`src/rtl/ws2812b_pkg.sv`:
```
// Shared WS2812B definitions: receiver FSM states and 9 MHz protocol timing defaults.
package ws2812b_pkg;

  typedef enum logic [1:0] {
    WAIT_RET,
    READY,
    HIGH,
    LOW
  } rx_state_e;

  localparam int unsigned BITS_PER_LED = 24;

  localparam int unsigned CYCLES_SHORT = 3;
  localparam int unsigned CYCLES_LONG  = 5;
  localparam int unsigned CYCLES_RET   = 450;

endpackage

```
`src/rtl/ws2812b_rx_sync.sv`:
```
// Two-flop synchroniser for an asynchronous line plus registered-edge rise/fall strobes.
module ws2812b_rx_sync (
  input  logic clk,
  input  logic resetn,
  input  logic din,
  output logic dout,
  output logic rise,
  output logic fall
);

  logic meta_q, meta_d;
  logic sync_q, sync_d;
  logic prev_q, prev_d;

  always_comb begin
    meta_d = din;
    sync_d = meta_q;
    prev_d = sync_q;
  end

  always_ff @(posedge clk) begin
    if (!resetn) begin
      meta_q <= 1'b0;
      sync_q <= 1'b0;
      prev_q <= 1'b0;
    end else begin
      meta_q <= meta_d;
      sync_q <= sync_d;
      prev_q <= prev_d;
    end
  end

  assign dout = sync_q;
  assign rise = sync_q & ~prev_q;
  assign fall = ~sync_q & prev_q;

endmodule

```
`src/rtl/ws2812b_rx_module.sv`:
```
// WS2812B receiver behaving as one LED of a chain: decodes pulses, captures its pixel, detects latch.
// Optional macro WS2812B_RX_FORWARD_EN builds the downstream forwarding path (else ws2812b_fwd = 0).
module ws2812b_rx_module
  import ws2812b_pkg::*;
#(
  parameter int unsigned CYCLES_THRESHOLD = 4,
  parameter int unsigned CYCLES_MAX_HIGH  = 12,
  parameter int unsigned CYCLES_RET       = 450,
  parameter int unsigned CYCLES_CNT_WIDTH = 9,
  parameter int unsigned CAPTURE_ALL      = 0
) (
  input  logic        clk,
  input  logic        resetn,
  input  logic        ws2812b_in,
  output logic [23:0] bitstream,
  output logic        bitstream_valid,
  output logic [7:0]  pixel_index,
  output logic        frame_end,
  output logic        error,
  output logic        ws2812b_fwd
);

  localparam int unsigned W = CYCLES_CNT_WIDTH;
  localparam logic [W-1:0] THR_C      = W'(CYCLES_THRESHOLD);
  localparam logic [W-1:0] MAX_HIGH_C = W'(CYCLES_MAX_HIGH);
  localparam logic [W-1:0] RET_C      = W'(CYCLES_RET);
  localparam logic [4:0]   LAST_BIT_C = 5'(BITS_PER_LED - 1);

  logic line, rise, fall;

  ws2812b_rx_sync u_sync (
    .clk   (clk),
    .resetn(resetn),
    .din   (ws2812b_in),
    .dout  (line),
    .rise  (rise),
    .fall  (fall)
  );

  rx_state_e   state_q, state_d;
  logic [W-1:0] cnt_q, cnt_d;
  logic [4:0]  bit_cnt_q, bit_cnt_d;
  logic [23:0] shreg_q, shreg_d;
  logic        captured_q, captured_d;
  logic [7:0]  grp_cnt_q, grp_cnt_d;
  logic        report_q, report_d;
  logic [7:0]  report_idx_q, report_idx_d;
  logic [23:0] bitstream_q, bitstream_d;
  logic        valid_q, valid_d;
  logic [7:0]  pixel_index_q, pixel_index_d;
  logic        frame_end_q, frame_end_d;
  logic        error_q, error_d;

  always_comb begin
    cnt_d = cnt_q;
    if (rise || fall)
      cnt_d = W'(1);
    else if (cnt_q != '1)
      cnt_d = cnt_q + W'(1);
  end

  always_comb begin
    state_d      = state_q;
    bit_cnt_d    = bit_cnt_q;
    shreg_d      = shreg_q;
    captured_d   = captured_q;
    grp_cnt_d    = grp_cnt_q;
    report_d     = 1'b0;
    report_idx_d = report_idx_q;
    frame_end_d  = 1'b0;
    error_d      = 1'b0;
    unique case (state_q)
      WAIT_RET: begin
        if (!line && cnt_q >= RET_C)
          state_d = READY;
      end
      READY: begin
        if (rise)
          state_d = HIGH;
      end
      HIGH: begin
        // Overlong high beats a coincident falling edge.
        if (cnt_q > MAX_HIGH_C) begin
          error_d    = 1'b1;
          state_d    = WAIT_RET;
          bit_cnt_d  = '0;
          captured_d = 1'b0;
          grp_cnt_d  = '0;
        end else if (fall) begin
          shreg_d = {shreg_q[22:0], (cnt_q >= THR_C)};
          state_d = LOW;
          if (bit_cnt_q == LAST_BIT_C) begin
            bit_cnt_d = '0;
            if (CAPTURE_ALL != 0) begin
              report_d     = 1'b1;
              report_idx_d = grp_cnt_q;
              if (grp_cnt_q != '1)
                grp_cnt_d = grp_cnt_q + 8'd1;
            end else if (!captured_q) begin
              report_d     = 1'b1;
              report_idx_d = '0;
              captured_d   = 1'b1;
            end
          end else begin
            bit_cnt_d = bit_cnt_q + 5'd1;
          end
        end
      end
      LOW: begin
        if (rise) begin
          state_d = HIGH;
        end else if (cnt_q >= RET_C) begin
          frame_end_d = 1'b1;
          error_d     = (bit_cnt_q != '0);
          state_d     = READY;
          bit_cnt_d   = '0;
          captured_d  = 1'b0;
          grp_cnt_d   = '0;
        end
      end
      default: state_d = WAIT_RET;
    endcase
  end

  always_comb begin
    bitstream_d   = bitstream_q;
    valid_d       = report_q;
    pixel_index_d = pixel_index_q;
    if (report_q) begin
      bitstream_d   = shreg_q;
      pixel_index_d = report_idx_q;
    end
    if (frame_end_d)
      pixel_index_d = '0;
  end

  always_ff @(posedge clk) begin
    if (!resetn) begin
      state_q       <= WAIT_RET;
      cnt_q         <= '0;
      bit_cnt_q     <= '0;
      shreg_q       <= '0;
      captured_q    <= 1'b0;
      grp_cnt_q     <= '0;
      report_q      <= 1'b0;
      report_idx_q  <= '0;
      bitstream_q   <= '0;
      valid_q       <= 1'b0;
      pixel_index_q <= '0;
      frame_end_q   <= 1'b0;
      error_q       <= 1'b0;
    end else begin
      state_q       <= state_d;
      cnt_q         <= cnt_d;
      bit_cnt_q     <= bit_cnt_d;
      shreg_q       <= shreg_d;
      captured_q    <= captured_d;
      grp_cnt_q     <= grp_cnt_d;
      report_q      <= report_d;
      report_idx_q  <= report_idx_d;
      bitstream_q   <= bitstream_d;
      valid_q       <= valid_d;
      pixel_index_q <= pixel_index_d;
      frame_end_q   <= frame_end_d;
      error_q       <= error_d;
    end
  end

  assign bitstream       = bitstream_q;
  assign bitstream_valid = valid_q;
  assign pixel_index     = pixel_index_q;
  assign frame_end       = frame_end_q;
  assign error           = error_q;

`ifdef WS2812B_RX_FORWARD_EN
  // The forwarding enable is exactly the captured flag: set when the first group
  // completes (line low), cleared on frame end or error; never set in capture-all mode.
  logic fwd_q, fwd_d;

  always_comb begin
    fwd_d = line & captured_q & (CAPTURE_ALL == 0);
  end

  always_ff @(posedge clk) begin
    if (!resetn)
      fwd_q <= 1'b0;
    else
      fwd_q <= fwd_d;
  end

  assign ws2812b_fwd = fwd_q;
`else
  assign ws2812b_fwd = 1'b0;
`endif

endmodule
```
`config.mk`:
```
export PLATFORM = sky130hd
export DESIGN_NAME = ws2812b_rx_module
export DESIGN_NICKNAME = d
export VERILOG_FILES = /design/src/rtl/ws2812b_pkg.sv /design/src/rtl/ws2812b_rx_sync.sv /design/src/rtl/ws2812b_rx_module.sv
export SDC_FILE = /design/constraint.sdc
export NUM_CORES = 1
export LEC_CHECK = 0
export ABC_AREA = 1
export BUFFER_PORTS_ARGS = -buffer_cell sky130_fd_sc_hd__buf_2
export CAP_MARGIN = 40
export CORE_MARGIN = 1.5
export CORE_UTILIZATION = 30
export DETAILED_ROUTE_END_ITERATION = 10
export SKIP_LAST_GASP = 1
export SYNTH_ARGS = -nofsm -noshare
export SYNTH_HDL_FRONTEND = slang
export SYNTH_SLANG_ARGS = --single-unit
```
`constraint.sdc`:
```
create_clock -name clk -period 2.6 [get_ports clk]
set_input_delay 0.78 -clock clk [delete_from_list [all_inputs] [get_ports clk]]
set_output_delay 0.78 -clock clk [all_outputs]
set_load 0.01 [all_outputs]
```
==> flow_summary.json <==
{
  "cp.arrival_ps": 2240,
  "synth_fa_ha_area_share_pct": 2.88,
  "clock_sinks": 72,
  "syn_area_mm2": 0.00305,
  "layout_min_cycle_time_ps": 1960,
  "grt-ovfl-total": 0,
  "cts-root-buf": "clkbuf_8",
  "p_per_area_mw_per_mm2": 574,
  "syn_to_final_growth_pct": 13.2,
  "r2r-start": "cnt_q[0]",
  "p_total_uw": 1980,
  "fmax_mhz": 511,
  "cts_tree": "built",
  "postCtsSetupBuffers": 0,
  "yosysTopAreaCell": "dfxtp_1",
  "numCtsBuffers": 9,
  "cts_buffer_depth": 2,
  "reg2regPathDepth": 10,
  "vias_per_cell": 4.40,
  "stdcell_count": 557,
  "dr_total_vias": 2450,
  "cts.clk_slew.worst_paths_ps": 80,
  "leakagePower_uw": 0.00146,
  "finalHoldViolCount": 0,
  "core_mm2": 0.00982,
  "netlist_instances": 393,
  "antenna_found_initial": 0,
  "synth-simple-area-share_pct": 17.3,
  "synth_seq_cells": 72,
  "crit_required_ps": 2890,
  "synth_top_family_by_area": "compound AO/OA/AOI/OAI gates",
  "dp_cells": 541,
  "die-area_mm2": 0.0108,
  "r2r-end": "cnt_q[7]",
  "post-route-drc-count": 0,
  "vdd_drop_max_mv": 0.202,
  "endpoint_kind": "flop",
  "synth.area.mux_share_pct": 0,
  "start_util_pct": 31.0,
  "relSlewSlack_pct": 63.9,
  "rsz0062_at_grt": "no",
  "yosysUniqueCellTypes": 30,
  "core.rowCount": 36,
  "ys_seq_area_share_pct": 47.3,
  "status": "finished clean",
  "cts_hold_buf": 0,
  "maxCapViolCount": 0,
  "yosys.area_share.xor_xnor_pct": 0.288,
  "yosys.area.top_type_share_pct": 47.3,
  "n_antenna_cell": 0,
  "hold_class": "reg -> reg",
  "ys_top_cells_by_area": "dfxtp_1 (47%), a21oi_1 (7.4%), inv_1 (6.4%)",
  "yosysWarnings": 0,
  "fill_cells": 1072,
  "die_y_um": 104,
  "critPathMaxFanout": 9,
  "ant_nets": 0,
  "h-tree-depth": 3,
  "postRouteWirelength_mm": 5.80,
  "grt_pass1_vias": 2333,
  "hpwl_mm": 3.91,
  "cts_resized": 0,
  "setup_viol": 0,
  "tightest_slew_ps": 541,
  "die_w_um": 104,
  "ios": 39,
  "gp_congestion": 0.853,
  "avgSynthCellArea_um2": 7.75,
  "numPortBuffers": 29,
  "fin_crit_sh_pct": 75.3,
  "maxSlewViolCount": 0,
  "crit_end": "cnt_q[7]",
  "drt_first_pass_iters": 4,
  "first_iter_violations": 116,
  "fin_skew_ps": 12.8,
  "drive_above_1_share_pct": 16.7,
  "wl_per_cell_um": 10.4,
  "clk_latency_ps": 350,
  "start_kind": "flop",
  "nNetsFinal": 429,
  "synth-compound-area-share_pct": 20.4,
  "grtUsageTotal_pct": 11.8,
  "crit_start": "cnt_q[0]",
  "r2r_slack_ps": 640,
  "grt_max_degree": 50,
  "grt_pass1_wl_mm": 10.4,
  "worst-setup-path-type": "reg -> reg",
  "setup_tns_ps": 0
}
[worst max-delay path, stage by stage, from the launching register on]
cell     delay [ps]
dfxtp_1         340
ha_1            210
nand3_1         120
nor2_1           60
ha_1            270
nor3_1          270
and2_1          180
nand2_1         100
nor2_1          120
o21ai_0         110
nor2_1          120
[through the flow]
stage	setup WS, ps	hold slack [ps]	cell area, um^2	utilization (%)
floorplan	876	390	3080	-
global placement	777	393	3270	33.3
detailed placement	668	401	3270	33.3
CTS	662	420	3450	35.1
global route	384	465	3450	35.1
finish	643	415	3450	35.1
[cell usage after synthesis]
cell and number:
a211oi_1 1, a21oi_1 45, a21oi_2 10, a31oi_1 1, and2_1 2, buf_2 4, buf_4 9, buf_6 2
clkbuf_1 11, conb_1 1, dfxtp_1 72, ha_1 7, inv_1 52, inv_2 3, nand2_1 46, nand2_2 1
nand3_1 15, nand3_2 2, nand3b_1 1, nand4_1 2, nor2_1 32, nor2_2 2, nor2_4 2, nor3_1 9
nor4_1 1, nor4_2 1, o21ai_0 31, o21ai_1 26, o21ai_2 1, xnor2_1 1
[area by class of cell]
cell class	count	area, um^2	share of cell area, %
timing repair buffer	33	175	5.08
clock buffer	10	138	3.99
inverter	55	206	5.99
sequential	72	1440	41.8
clock inverter	6	43.8	1.27
multi-input combinational	248	1280	37.0
tap	133	166	4.83
[registers in the layout, summed over array words and instances, names as in the netlist]
name and count:
captured_q 1, error 1, frame_end 1, bitstream 24, bitstream_valid 1, cnt_q 9, u_sync.prev_q 1, report_q 1
bit_cnt_q 5, u_sync.meta_q 1, shreg_q 24, state_q 2, u_sync.dout 1
[worst min-delay path by stage]
stage	startpoint	to	slack, ps	cells past startpoint
finish	u_sync.meta_q	u_sync.dout	420	2
global route	captured_q	report_q	460	1
CTS	u_sync.meta_q	u_sync.dout	420	2
detailed placement	u_sync.meta_q	u_sync.dout	400	2
global placement	u_sync.meta_q	u_sync.dout	390	2
floorplan	u_sync.meta_q	u_sync.dout	390	2
[per-layer routing]
metal  up-vias  routed length [um]  GRT usage, %  part of all wire [%]
met5         -                   0             0                     0
met3         9                 283          3.96                   4.9
li1       1322                   -             -                     -
met2        49                2420          17.4                    42
met1      1070                3000          15.3                    52
met4         0                 102          6.05                   1.8
[power by group]
part           internal (uW)  total, uW  switching (uW)
combinational           18.6       63.3            44.7
clock                    375        805             429
sequential              1110       1110            4.19
[cell families after synthesis]
group           after synthesis
compound gates              115
simple gates                116
other cells                   1
buf+inv                      81
xor+xnor                      1
fa+ha+maj                     7
flops                        72
[layout by cell type, fill, tap and decap left out, types with 7 or more instances in the layout]
master	count
inv_1	52
nand3_1	15
conb_1	9
nor3_1	9
nand2_1	46
buf_2	29
o21ai_1	26
clkbuf_8	10
ha_1	7
a21oi_2	10
dfxtp_1	72
a21oi_1	45
nor2_1	32
o21ai_0	31
Power figures use the tool's default switching activity.
